File: src/rtl/usb_pkg.sv
// usb_pkg: shared constants for the USB transmit scheduler.
//   PID nibble constants (tokens, data, handshakes), scheduler state
//   encoding and a helper that forms the on-wire PID byte.
package usb_pkg;

  localparam logic [3:0] PID_OUT   = 4'h1;
  localparam logic [3:0] PID_IN    = 4'h9;
  localparam logic [3:0] PID_SETUP = 4'hD;
  localparam logic [3:0] PID_DATA0 = 4'h3;
  localparam logic [3:0] PID_DATA1 = 4'hB;
  localparam logic [3:0] PID_ACK   = 4'h2;
  localparam logic [3:0] PID_NAK   = 4'hA;
  localparam logic [3:0] PID_STALL = 4'hE;

  typedef enum logic [2:0] {
    ST_IDLE,
    ST_PID,
    ST_PAYLOAD,
    ST_WAIT_EOP,
    ST_GAP
  } tx_state_e;

  // PID byte on the wire: check nibble (complement) in the upper half.
  function automatic logic [7:0] pid_byte(input logic [3:0] pid);
    return {~pid, pid};
  endfunction

endpackage

File: src/rtl/usb_rr_arbiter.sv
// usb_rr_arbiter: round-robin arbiter for the payload requesters.
//   clk_48, rst_n : clock / asynchronous active-low reset
//   req           : request vector
//   advance       : 1 = the current grant is taken; pointer moves to it
//   grant         : one-hot winner (combinational, zero when no request)
//   grant_idx     : index of the winner
//   any           : at least one request present
// The pointer holds the last granted index; search starts one above it.
module usb_rr_arbiter #(
  parameter int NREQ  = 4,
  parameter int IDX_W = 2
) (
  input  logic             clk_48,
  input  logic             rst_n,
  input  logic [NREQ-1:0]  req,
  input  logic             advance,
  output logic [NREQ-1:0]  grant,
  output logic [IDX_W-1:0] grant_idx,
  output logic             any
);

  logic [IDX_W-1:0] ptr;
  logic [IDX_W-1:0] cand;

  always_comb begin
    grant     = '0;
    grant_idx = '0;
    any       = 1'b0;
    cand      = '0;
    for (int unsigned k = 1; k <= NREQ; k++) begin
      cand = IDX_W'((32'(ptr) + k) % NREQ);
      if (!any && req[cand]) begin
        any         = 1'b1;
        grant[cand] = 1'b1;
        grant_idx   = cand;
      end
    end
  end

  always_ff @(posedge clk_48 or negedge rst_n) begin
    if (!rst_n) begin
      ptr <= IDX_W'(NREQ - 1);
    end else if (advance) begin
      ptr <= grant_idx;
    end
  end

endmodule

File: src/rtl/usb_tx_sched.sv
// usb_tx_sched: packet scheduler in front of the bit-level USB transmitter.
//   Handshake source (hs_*) has fixed top priority; NREQ payload requesters
//   are served round-robin. Sequences PID byte + payload into the
//   transmitter byte handshake and pulses completion at end of packet.
// Ports:
//   clk_48, rst_n         : 48 MHz clock, asynchronous active-low reset
//   hs_req/hs_pid/hs_done : handshake request, PID nibble, completion pulse
//   req/req_pid/req_len/req_crc : per-requester request, PID, length, CRC flag
//   pl_data/pl_rd         : per-requester payload byte, consume pulse
//   grant/done            : one-hot ownership, completion pulse
//   tx_transmit/tx_data/tx_update_crc/tx_send_crc : to transmitter
//   tx_strobe/tx_en       : from transmitter (byte accepted, line enable)
// Build option: define USB_TX_IPG_EN to insert an inter-packet gap of
//   IPG_BITS*4 clocks after tx_en falls before the next arbitration.
module usb_tx_sched
  import usb_pkg::*;
#(
  parameter int NREQ     = 4,
  parameter int LEN_W    = 7,
  parameter int IPG_BITS = 2
) (
  input  logic                  clk_48,
  input  logic                  rst_n,
  input  logic                  hs_req,
  input  logic [3:0]            hs_pid,
  output logic                  hs_done,
  input  logic [NREQ-1:0]       req,
  input  logic [4*NREQ-1:0]     req_pid,
  input  logic [LEN_W*NREQ-1:0] req_len,
  input  logic [NREQ-1:0]       req_crc,
  input  logic [8*NREQ-1:0]     pl_data,
  output logic [NREQ-1:0]       pl_rd,
  output logic [NREQ-1:0]       grant,
  output logic [NREQ-1:0]       done,
  output logic                  tx_transmit,
  output logic [7:0]            tx_data,
  output logic                  tx_update_crc,
  output logic                  tx_send_crc,
  input  logic                  tx_strobe,
  input  logic                  tx_en
);

  localparam int IDX_W = (NREQ > 1) ? $clog2(NREQ) : 1;

  tx_state_e        state, state_nx;
  logic [IDX_W-1:0] owner_q;
  logic             is_hs_q;
  logic [3:0]       pid_q;
  logic [LEN_W-1:0] cnt_q;
  logic             crc_q;
  logic [NREQ-1:0]  grant_q;

  logic [NREQ-1:0]  arb_grant;
  logic [IDX_W-1:0] arb_idx;
  logic             arb_any;
  logic             start;
  logic             rr_win;
  logic             finish;
  logic             gap_over;

  logic [3:0]       pid_arr [NREQ];
  logic [LEN_W-1:0] len_arr [NREQ];
  logic [7:0]       pl_arr  [NREQ];

  always_comb begin
    for (int unsigned i = 0; i < NREQ; i++) begin
      pid_arr[i] = req_pid[i*4 +: 4];
      len_arr[i] = req_len[i*LEN_W +: LEN_W];
      pl_arr[i]  = pl_data[i*8 +: 8];
    end
  end

  // Arbitration happens only in IDLE with the line quiet; the handshake
  // source pre-empts the round-robin and leaves its pointer untouched.
  assign start  = (state == ST_IDLE) && !tx_en && (hs_req || arb_any);
  assign rr_win = start && !hs_req;
  assign finish = (state == ST_WAIT_EOP) && !tx_en;

  usb_rr_arbiter #(
    .NREQ  (NREQ),
    .IDX_W (IDX_W)
  ) u_arb (
    .clk_48    (clk_48),
    .rst_n     (rst_n),
    .req       (req),
    .advance   (rr_win),
    .grant     (arb_grant),
    .grant_idx (arb_idx),
    .any       (arb_any)
  );

`ifdef USB_TX_IPG_EN
  localparam bit GAP_EN   = 1'b1;
  localparam int GAP_CLKS = IPG_BITS * 4;
  localparam int GAP_W    = $clog2(GAP_CLKS + 1);

  logic [GAP_W-1:0] gap_cnt;

  always_ff @(posedge clk_48 or negedge rst_n) begin
    if (!rst_n) begin
      gap_cnt <= '0;
    end else if (finish) begin
      gap_cnt <= (GAP_CLKS > 0) ? GAP_W'(GAP_CLKS - 1) : '0;
    end else if (state == ST_GAP && gap_cnt != '0) begin
      gap_cnt <= gap_cnt - 1'b1;
    end
  end

  assign gap_over = (gap_cnt == '0);
`else
  localparam bit GAP_EN = 1'b0;
  logic ipg_unused;
  assign ipg_unused = (IPG_BITS != 0);
  assign gap_over   = 1'b1;
`endif

  always_comb begin
    state_nx = state;
    unique case (state)
      ST_IDLE:     if (start) state_nx = ST_PID;
      ST_PID:      if (tx_strobe) state_nx = (cnt_q == '0) ? ST_WAIT_EOP : ST_PAYLOAD;
      ST_PAYLOAD:  if (tx_strobe && cnt_q == LEN_W'(1)) state_nx = ST_WAIT_EOP;
      ST_WAIT_EOP: if (!tx_en) state_nx = GAP_EN ? ST_GAP : ST_IDLE;
      ST_GAP:      if (gap_over) state_nx = ST_IDLE;
      default:     state_nx = ST_IDLE;
    endcase
  end

  always_comb begin
    tx_transmit   = 1'b0;
    tx_data       = '0;
    tx_update_crc = 1'b0;
    pl_rd         = '0;
    done          = '0;
    hs_done       = 1'b0;
    unique case (state)
      ST_PID: begin
        tx_transmit = 1'b1;
        tx_data     = pid_byte(pid_q);
      end
      ST_PAYLOAD: begin
        tx_transmit    = 1'b1;
        tx_data        = pl_arr[owner_q];
        tx_update_crc  = 1'b1;
        pl_rd[owner_q] = tx_strobe;
      end
      ST_WAIT_EOP: begin
        if (!tx_en) begin
          if (is_hs_q) hs_done       = 1'b1;
          else         done[owner_q] = 1'b1;
        end
      end
      default: ;
    endcase
  end

  always_ff @(posedge clk_48 or negedge rst_n) begin
    if (!rst_n) begin
      state   <= ST_IDLE;
      owner_q <= '0;
      is_hs_q <= 1'b0;
      pid_q   <= '0;
      cnt_q   <= '0;
      crc_q   <= 1'b0;
      grant_q <= '0;
    end else begin
      state <= state_nx;
      if (start) begin
        is_hs_q <= hs_req;
        if (hs_req) begin
          pid_q   <= hs_pid;
          cnt_q   <= '0;
          crc_q   <= 1'b0;
          grant_q <= '0;
        end else begin
          owner_q <= arb_idx;
          pid_q   <= pid_arr[arb_idx];
          cnt_q   <= len_arr[arb_idx];
          crc_q   <= req_crc[arb_idx];
          grant_q <= arb_grant;
        end
      end else if (state == ST_PAYLOAD && tx_strobe) begin
        cnt_q <= cnt_q - 1'b1;
      end
      if (finish) begin
        grant_q <= '0;
        crc_q   <= 1'b0;
      end
    end
  end

  assign grant       = grant_q;
  assign tx_send_crc = crc_q;

endmodule

File: config.mk
export PLATFORM = sky130hd
export DESIGN_NAME = usb_tx_sched
export DESIGN_NICKNAME = d
export VERILOG_FILES = /design/src/rtl/usb_pkg.sv /design/src/rtl/usb_rr_arbiter.sv /design/src/rtl/usb_tx_sched.sv
export SDC_FILE = /design/constraint.sdc
export NUM_CORES = 1
export LEC_CHECK = 0
export BUFFER_PORTS_ARGS = -buffer_cell sky130_fd_sc_hd__buf_4
export CAP_MARGIN = 30
export CORE_MARGIN = 2
export CORE_UTILIZATION = 51
export CTS_CLUSTER_DIAMETER = 50
export DETAILED_ROUTE_END_ITERATION = 8
export HOLD_SLACK_MARGIN = 0.03
export PLACE_DENSITY_LB_ADDON = 0.1
export SYNTH_ARGS = -nofsm -noshare
export SYNTH_HDL_FRONTEND = slang
export SYNTH_SLANG_ARGS = --single-unit
File: constraint.sdc
create_clock -name clk_48 -period 4.95 [get_ports clk_48]
set_input_delay 0.99 -clock clk_48 [delete_from_list [all_inputs] [get_ports clk_48]]
set_output_delay 0.99 -clock clk_48 [all_outputs]
set_load 0.005 [all_outputs]
==> run_results.csv, run 1 <==
group,metric,value,unit
yosys,synth_top_area_cell,"dfrtp_1",
floorplan,dieArea,5210,um^2
clock_network,cts_tree,"yes",
clock_network,ctsResizeCount,0,
floorplan,die_w,72.2,um
drt,drtPass1Iterations,4,
place,port_buffers,116,
cells_and_area,fillers,360,
yosys,synthesis.area,2370,um^2
setup_path,r2r-end,"tx_send_crc",
setup_path,arrival,3.51,ns
setup_path,cp-endpoint,"tx_send_crc",
drt,drc,0,
setup_path,critPathCaptureType,"flop",
setup_path,r2r-start,"u_arb.ptr[0]",
setup_path,crit_start,"u_arb.ptr[0]",
min_path,hold_path_class,"reg -> reg",
drt,drtIter0Drc,167,
floorplan,core_area,4410,um^2
run,cap_viol_max_count,0,
clock_network,clock_sinks,23,
drt,ant_nets,0,
sta,min_period_over_period,67.5,%
setup_path,crit_chain,"inv_1 -> ha_1 -> nor2b_1 -> o221ai_1 -> o21ai_1 -> a21oi_4 -> buf_4 -> mux4_2 -> a32o_1",
floorplan,start_util,53.7,%
sta,fmax,0.299,GHz
global_routing,grt_usage,26.1,%
yosys,synth_top_cells_by_area,"dfrtp_1 (22%), mux4_2 (10%), mux2i_1 (9.7%)",
sta,report.final.hold_viol_count,0,
yosys,synth.avg_cell_area,9.07,um^2
clock_network,ctsHoldBuffers,0,
yosys,syn_inst,261,
floorplan,io_pins,117,
drt,avgViaCountPerCell,5.89,
setup_path,r2r_slack,1.61,ns
setup_path,path_class,"reg -> reg",
clock_network,clock_tree.buffer_depth,2,
yosys,ys.flop_type,"dfrtp_1",
place,dpl.hpwl,5460,um
setup_path,slowest_delay,0.78,ns
yosys,synth_seq_cells,23,
sta,fin_setup_tns,0,ns
drt,wl_per_cell,16.4,um
cells_and_area,final_cell_mix,"buf_4 (117), nand2_1 (24), mux2i_1 (23)",
yosys,synth_edf_count,0,
setup_path,worstPathMaxFanout,24,
yosys,synth.distinct_cells,45,
sta,rsz0062_at_grt,"no",
global_routing,grt_max_degree,25,
floorplan,fp.dieH,72.2,um
global_routing,grt_pass1_wl,10800,um
sta,finalMaxSlewViolations,0,
place,preCtsSetupSlack,1.63,ns
sta,worst_pin_slew,0.761,ns
cells_and_area,drive_above_1_share,37.6,%
sta,fin_crit,3.34,ns
sta,setup_viol,0,
power,cellLeakagePower,1.61,nW
power,peakVddDrop,0.280,mV
global_routing,grt_overflow_total,0,
place,gp_congestion,0.800,
sta,slew_headroom,48.9,%
global_routing,grt_pass1_vias,2408,
setup_path,cp.required,5.12,ns
clock_network,insertion_delay,0.28,ns
setup_path,critPathLaunchType,"flop",
cells_and_area,antennaDiodeCount,0,
yosys,seq_area_frac_synth,24.4,%
yosys,syn-num-nets,370,
clock_network,ctsHtreeMaxLevel,1,
cells_and_area,syn_to_final_growth,39.0,%
floorplan,rows,24,
drt,drt-total-wl,6820,um
yosys,yosys.area.top_type_share,22.2,%
sta,final.setup.worst_slack,1.61,ns
clock_network,cts-root-buf,"clkbuf_8",
clock_network,cts_buffers,3,
outcome,outcome,"finished, final reports clean",
power,powerDensity,502,nW/um^2
yosys,yosys_warnings,0,
drt,vias,2451,
yosys,async_flop_share,100,%
clock_network,path_clk_slew,0.09,ns
global_routing,antenna_found_initial,0,
sta,fin_skew,0.00370,ns
cells_and_area,final_common_cell,"buf_4",
setup_path,ff2ff_path_depth,9,
setup_path,critPathSlowestCell,"dfstp_2",
cells_and_area,layout.nets,474,
clock_network,post_cts_buffers,0,
==> synthesized netlist by cell type, drive strengths merged, types with 6 or more instances <==
master and number:
nand2b 6, nor3 7, inv 11, nor2b 14, a22oi 16, nand2 24, ha 16, o221ai 12
mux2i 23, nor2 14, dfrtp 21, a21oi 13, clkbuf 13, mux4 11, o21ai 6
==> registers in the layout (all words and copies together) (netlist names) <==
name	count
state	2
owner_q	2
u_arb.ptr	2
is_hs_q	1
cnt_q	7
pid_q	4
grant	4
tx_send_crc	1
==> final cells by class <==
cell class	instances	area, um^2	area share (%)
Timing Repair Buffer	117	878	26.7
Sequential cell	23	578	17.6
Inverter	11	41.3	1.25
Tap cell	52	65.1	1.98
Multi-Input combinational cell	209	1680	51.1
Clock buffer	3	41.3	1.25
Clock inverter	1	5.00	0.152
==> how the worst min path moves through the flow <==
| stage | cells after the start | to | slack (ns) | from |
|---|---|---|---|---|
| floorplan | 2 | is_hs_q | 0.45 | is_hs_q |
| global placement | 2 | is_hs_q | 0.47 | is_hs_q |
| detailed placement | 2 | is_hs_q | 0.48 | is_hs_q |
| CTS | 2 | is_hs_q | 0.50 | is_hs_q |
| global route | 2 | is_hs_q | 0.57 | is_hs_q |
| finish | 2 | is_hs_q | 0.50 | is_hs_q |
==> per-layer routing <==
layer / routed length [um] / GRT usage [%] / vias up
met5: 0 / 0 / -
met4: 127 / 8.81 / 0
met3: 496 / 4.17 / 10
met2: 3440 / 46.1 / 107
met1: 2760 / 32.4 / 1146
li1: - / - / 1188
==> cell families after synthesis <==
logic type / synth area share, %
buffers and inverters: 4.86
xor gates and xnor gates: 2.22
muxes: 21.1
adders and majority gates: 8.45
DFF: 24.4
AOI/OAI and AO/OA: 20.5
and+or+nand+nor: 18.4
==> per-stage QoR <==
step / total power (W) / utilization, % / hold slack [ns] / area, um^2 / instances
floorplan: 0.00118 / - / 0.450 / 2370 / 261
global placement: 0.00150 / 73.5 / 0.465 / 3250 / 412
detailed placement: 0.00153 / 73.5 / 0.481 / 3250 / 412
CTS: 0.00166 / 74.6 / 0.500 / 3290 / 416
global route: 0.00179 / 74.6 / 0.569 / 3290 / 416
finish: 0.00165 / 74.6 / 0.498 / 3290 / 416
==> critical path, delay by kind of cell (launching register included) <==
family / cells / cell delay, ns
DFF: 1 / 0.78
buffers and inverters: 2 / 0.58
adders and majority gates: 1 / 0.47
and+or+nand+nor: 1 / 0.19
AOI/OAI and AO/OA: 4 / 0.66
muxes: 1 / 0.57
==> report_power, final <==
group | switching [W] | internal, W
clock network | 0.0000668 | 0.0000565
registers | 0.000136 | 0.000280
logic | 0.000536 | 0.000576
No activity file was read; power rests on OpenSTA's default activity.
==> inputs of run 2 (changes only) <==
--- a/config.mk
+++ b/config.mk
@@ -5,10 +5,11 @@
 export SDC_FILE = /design/constraint.sdc
 export NUM_CORES = 1
 export LEC_CHECK = 0
+export ABC_AREA = 1
 export BUFFER_PORTS_ARGS = -buffer_cell sky130_fd_sc_hd__buf_4
 export CAP_MARGIN = 30
 export CORE_MARGIN = 2
-export CORE_UTILIZATION = 51
+export CORE_UTILIZATION = 44
 export CTS_CLUSTER_DIAMETER = 50
 export DETAILED_ROUTE_END_ITERATION = 8
 export HOLD_SLACK_MARGIN = 0.03
==> constraint.sdc (replaced) <==
create_clock -name clk_48 -period 2.8 [get_ports clk_48]
set_input_delay 0.56 -clock clk_48 [delete_from_list [all_inputs] [get_ports clk_48]]
set_output_delay 0.56 -clock clk_48 [all_outputs]
set_load 0.005 [all_outputs]
==> run_results.csv, run 2 <==
group,metric,value,unit
drt,drtIter0Drc,174,
setup_path,critPathLaunchType,"flop",
yosys,synth_seq_cells,23,
floorplan,dieArea,6770,um^2
drt,wl_per_cell,13.5,um
clock_network,ctsHtreeMaxLevel,1,
clock_network,clock_sinks,23,
yosys,yosys-top-cells-count,"nand2_1 (117), inv_1 (66), nand3_1 (60)",
yosys,async_flop_share,100,%
drt,drt-total-wl,8550,um
cells_and_area,regMostFlops,"cnt_q",
global_routing,antenna_found_initial,0,
sta,finalMaxSlewViolations,0,
drt,avgViaCountPerCell,5.18,
floorplan,rows,28,
cells_and_area,antennaDiodeCount,0,
min_path,hold_path_class,"in -> async",
setup_path,critPathCaptureType,"flop",
cells_and_area,largest_reg_flops,7,
clock_network,cts_tree,"yes",
setup_path,crit_chain,"inv_1 -> ha_2 -> inv_1 -> nand2_4 -> nand2_4 -> nor2_8 -> nand2_2 -> nor2_1 -> a21oi_4 -> nor2_2 -> nand3_1 -> nand3_1 -> nand2_1 -> inv_1",
yosys,synth.avg_cell_area,6.13,um^2
setup_path,r2r-end,"cnt_q[1]",
clock_network,ctsHoldBuffers,0,
global_routing,grt_pass1_vias,3021,
clock_network,clock_tree.buffer_depth,2,
place,placed_area,3650,um^2
global_routing,grt_overflow_total,0,
sta,min_period_over_period,92.3,%
cells_and_area,drive_above_1_share,28.5,%
sta,slew_headroom,62.6,%
cells_and_area,final_common_cell,"buf_4",
floorplan,fp.dieH,82.3,um
cells_and_area,final_cell_mix,"buf_4 (123), nand2_1 (116), inv_1 (65)",
yosys,ys.flop_type,"dfrtp_1",
yosys,synth_top_area_cell,"dfrtp_1",
setup_path,cpMostUsedCell,"inv_1",
setup_path,worstPathMaxFanout,10,
yosys,syn-num-nets,549,
place,dpl.hpwl,6820,um
global_routing,grt_usage,25.9,%
yosys,synth_edf_count,0,
sta,fin_setup_tns,0,ns
setup_path,slowest_delay,0.62,ns
yosys,synth_top_cells_by_area,"dfrtp_1 (19%), nand2_1 (16%), nand3_1 (11%)",
setup_path,path_class,"reg -> reg",
power,peakVddDrop,0.801,mV
clock_network,insertion_delay,0.27,ns
setup_path,critPathSlowestCell,"dfstp_2",
yosys,syn_inst,440,
sta,rsz0062_at_grt,"no",
clock_network,cts-root-buf,"clkbuf_8",
floorplan,die_w,82.3,um
clock_network,path_clk_slew,0.08,ns
global_routing,grt_pass1_wl,13900,um
cells_and_area,fin_area,3720,um^2
run,cap_viol_max_count,0,
floorplan,io_pins,117,
global_routing,grt_max_degree,29,
cells_and_area,layout.nets,667,
floorplan,core_area,5920,um^2
sta,setup_viol,0,
setup_path,r2r-start,"u_arb.ptr[1]",
yosys,yosys.area.top_type_share,19.5,%
setup_path,cp.required,3.01,ns
sta,fin_crit,2.58,ns
outcome,outcome,"finished, final reports clean",
setup_path,ff2ff_path_depth,14,
sta,fmax,0.387,GHz
drt,drtPass1Iterations,4,
power,cellLeakagePower,2.09,nW
power,powerDensity,1220,nW/um^2
cells_and_area,syn_to_final_growth,38.2,%
drt,vias,3273,
yosys,yosysMostFrequentCell,"nand2_1",
drt,drc,0,
drt,ant_nets,0,
yosys,seq_area_frac_synth,21.4,%
floorplan,start_util,45.5,%
yosys,synthesis.area,2700,um^2
sta,worst_pin_slew,0.558,ns
yosys,synth.distinct_cells,36,
sta,fin_skew,0.00385,ns
clock_network,cts_buffers,3,
setup_path,arrival,2.80,ns
sta,report.final.hold_viol_count,0,
place,port_buffers,116,
setup_path,r2r_slack,0.22,ns
yosys,yosys_warnings,0,
place,gp_congestion,0.887,
## run 2: cell count changes after synthesis, moves of 8 or more
cell      delta
clkbuf_1    -10
mux2i_1     -23
nand3_1     +56
mux4_2      -11
nand4_1     +15
nor2b_1     -13
o221ai_1    -12
nor2_1      +28
nand2_1     +93
inv_1       +55
nand2_2      +8
## run 2: routing by layer
metal	GRT usage [%]	routed length (um)	vias to the layer above
met2	45.2	4200	125
met5	0	0	-
met4	6.33	155	0
li1	-	-	1656
met1	33.5	3600	1478
met3	3.91	592	14
## run 2: power by group
part	leakage (nW)	internal, W	switching (W)
Combinational	1.78	0.00132	0.00233
Clock	0.0255	0.0000994	0.000109
Sequential	0.281	0.000514	0.000170
Total	2.09	0.00193	0.00261
## run 2: worst max-delay path, delay by kind of cell (launching register included)
kind,cells,cell delay [ns]
AO/OA/AOI/OAI,1,0.10
flip-flops,1,0.62
adder cells (fa/ha/maj),1,0.39
AND/OR/NAND/NOR,9,1.18
buffers and inverters,3,0.23
## run 2: worst max-delay path by stage
stage,from,endpoint,slack (ns),cells past startpoint
floorplan,u_arb.ptr[0],cnt_q[3],0.46,13
global placement,u_arb.ptr[1],cnt_q[1],0.25,13
detailed placement,u_arb.ptr[1],cnt_q[1],0.17,14
CTS,u_arb.ptr[1],cnt_q[1],0.14,14
global route,u_arb.ptr[1],cnt_q[5],0.009,13
finish,u_arb.ptr[1],cnt_q[1],0.22,14
## run 2: area by class of cell
class                   count  area, um^2
clock inverters             1        5.00
repair buffers            123         923
clock buffers               3        41.3
fillers                   616        2200
well taps                  75        93.8
inverters                  71         272
flip-flops and latches     23         578
multi-input cells         336        1810
## run 2: stage by stage
| step | total power, W | util (%) | cells | hold slack (ns) | setup slack (ns) |
|---|---|---|---|---|---|
| 6_report | 0.00455 | 62.9 | 632 | 0.171 | 0.216 |
| 3_3_place_gp | 0.00410 | 61.6 | 627 | 0.469 | 0.253 |
| 3_5_place_dp | 0.00417 | 61.6 | 627 | 0.475 | 0.165 |
| 2_1_floorplan | 0.00325 | - | 440 | 0.264 | 0.456 |
| 4_1_cts | 0.00439 | 62.4 | 631 | 0.184 | 0.143 |
| 5_1_grt | 0.00504 | 62.9 | 632 | 0.183 | 0.00860 |
## run 2: logic make-up after synthesis
| kind of cell | share of synthesized area (%) |
|---|---|
| AOI/OAI and AO/OA | 12.7 |
| xor gates and xnor gates | 1.30 |
| adders and majority gates | 7.43 |
| buffers and inverters | 12.3 |
| DFF | 21.4 |
| and+or+nand+nor | 44.8 |
## run 2: what timing repair did
item | CTS | global route
resized for setup | 0 | 6
setup endpoints to repair | 0 | 14
setup buffers | 0 | 0
==> inputs of run 3 (changes only) <==
--- a/config.mk
+++ b/config.mk
@@ -14,6 +14,7 @@
 export DETAILED_ROUTE_END_ITERATION = 8
 export HOLD_SLACK_MARGIN = 0.03
 export PLACE_DENSITY_LB_ADDON = 0.1
+export SETUP_SLACK_MARGIN = 0.4
 export SYNTH_ARGS = -nofsm -noshare
 export SYNTH_HDL_FRONTEND = slang
 export SYNTH_SLANG_ARGS = --single-unit
==> run_results.csv, run 3 (same netlist as run 2, synthesis figures left out) <==
group,metric,value,unit
clock_network,insertion_delay,0.27,ns
setup_path,r2r-start,"u_arb.ptr[0]",
sta,finalMaxSlewViolations,0,
floorplan,core_area,5920,um^2
setup_path,worstPathMaxFanout,8,
sta,fmax,0.428,GHz
sta,fin_crit,2.34,ns
floorplan,io_pins,117,
cells_and_area,drive_above_1_share,34.2,%
place,dpl.hpwl,6820,um
power,peakVddDrop,0.951,mV
global_routing,grt_max_degree,24,
global_routing,grt_usage,27.1,%
floorplan,fp.dieH,82.3,um
place,placed_area,3650,um^2
drt,drt-total-wl,9240,um
cells_and_area,largest_reg_flops,7,
drt,vias,3456,
setup_path,arrival,2.50,ns
min_path,hold_path_class,"in -> async",
clock_network,path_clk_slew,0.08,ns
global_routing,grt_overflow_total,0,
sta,fin_skew,0.00288,ns
global_routing,grt_pass1_vias,3167,
cells_and_area,antennaDiodeCount,0,
setup_path,critPathSlowestCell,"dfstp_2",
cells_and_area,final_util,68.9,%
sta,fin_setup_tns,0,ns
clock_network,ctsHoldBuffers,0,
global_routing,antenna_found_initial,0,
sta,report.final.hold_viol_count,0,
global_routing,grt_pass1_wl,14500,um
clock_network,cts-root-buf,"clkbuf_8",
clock_network,ctsHtreeMaxLevel,1,
setup_path,cpMostUsedCell,"nand2_1",
cells_and_area,final_common_cell,"buf_4",
clock_network,clock_tree.buffer_depth,2,
drt,drtIter0Drc,177,
floorplan,rows,28,
sta,min_period_over_period,83.5,%
cells_and_area,regMostFlops,"cnt_q",
power,cellLeakagePower,2.24,nW
floorplan,dieArea,6770,um^2
setup_path,crit_chain,"inv_8 -> ha_4 -> inv_2 -> nand2_4 -> nand2_8 -> nor2_8 -> nand2_1 -> nand2_2 -> nand2_1 -> o21ai_4 -> buf_4 -> nand3_1 -> nand4_1 -> nand2_1",
sta,rsz0062_at_grt,"yes",
sta,setup_viol,0,
setup_path,critPathCaptureType,"flop",
drt,ant_nets,0,
floorplan,die_w,82.3,um
setup_path,path_class,"reg -> reg",
cells_and_area,syn_to_final_growth,51.4,%
setup_path,r2r-end,"tx_send_crc",
place,gp_congestion,0.887,
place,port_buffers,116,
floorplan,start_util,45.5,%
setup_path,r2r_slack,0.46,ns
setup_path,critPathLaunchType,"flop",
cells_and_area,final_cell_mix,"buf_4 (144), nand2_1 (113), inv_1 (62)",
clock_network,clock_sinks,23,
sta,final.setup.worst_slack,0.462,ns
sta,slew_headroom,72.4,%
place,preCtsSetupSlack,0.165,ns
outcome,outcome,"finished, final reports clean",
run,cap_viol_max_count,0,
drt,avgViaCountPerCell,5.24,
setup_path,cp.required,2.97,ns
setup_path,ff2ff_path_depth,14,
drt,drtPass1Iterations,5,
cells_and_area,fin_area,4080,um^2
clock_network,cts_tree,"yes",
setup_path,slowest_delay,0.59,ns
clock_network,cts_buffers,3,
power,powerDensity,1330,nW/um^2
cells_and_area,layout.nets,694,
drt,drc,0,
drt,wl_per_cell,14.0,um
sta,worst_pin_slew,0.409,ns
## run 3: timing repair
action,4_1_cts,5_1_grt
setup endpoints to repair,30,28
gates cloned,2,1
setup buffers,3,22
pin swaps,3,11
resized for setup,12,24
hold endpoints to repair,0,0
## run 3: cell type report
class / count / area, um^2
clock buffer: 3 / 41.3
clock inverter: 1 / 5.00
fill: 560 / 1840
inverter: 71 / 279
multi-input combinational: 337 / 1920
sequential: 23 / 579
tap: 75 / 93.8
timing repair buffer: 149 / 1160
## run 3: per-stage QoR
step                      total power, W  hold slack, ns  instances
after detailed placement         0.00417           0.475        627
after global placement           0.00410           0.469        627
after floorplan                  0.00325           0.264        440
after global routing             0.00589           0.182        659
after CTS                        0.00475           0.184        636
final                            0.00541           0.174        659
## run 3: worst max path at each step
stage / to / cells past startpoint / start
after floorplan: cnt_q[3] / 13 / u_arb.ptr[0]
after global placement: cnt_q[1] / 13 / u_arb.ptr[1]
after detailed placement: cnt_q[1] / 14 / u_arb.ptr[1]
after CTS: tx_data[5] / 7 / state[0]
after global routing: pid_q[1] / 16 / u_arb.ptr[0]
final: tx_send_crc / 14 / u_arb.ptr[0]
## run 3: routing by layer
metal / vias to the layer above / track usage, % / part of all wire, %
li1: 1714 / - / -
met1: 1594 / 35.1 / 41
met4: 0 / 7.17 / 2.4
met3: 22 / 4.13 / 6.3
met2: 126 / 46.9 / 51
met5: - / 0 / 0
## run 3: critical path: cells and delay by family (launching register included)
family / cells / cell delay (ns)
AO/OA/AOI/OAI: 1 / 0.13
adder cells (fa/ha/maj): 1 / 0.29
buffers and inverters: 3 / 0.31
flip-flops: 1 / 0.59
AND/OR/NAND/NOR: 9 / 0.90
## run 3: power breakdown
part           switching [W]  internal [W]  leakage, nW
Clock               0.000111     0.0000995       0.0255
Sequential          0.000157      0.000515        0.279
Combinational        0.00268       0.00186         1.94
Total                0.00294       0.00247         2.24
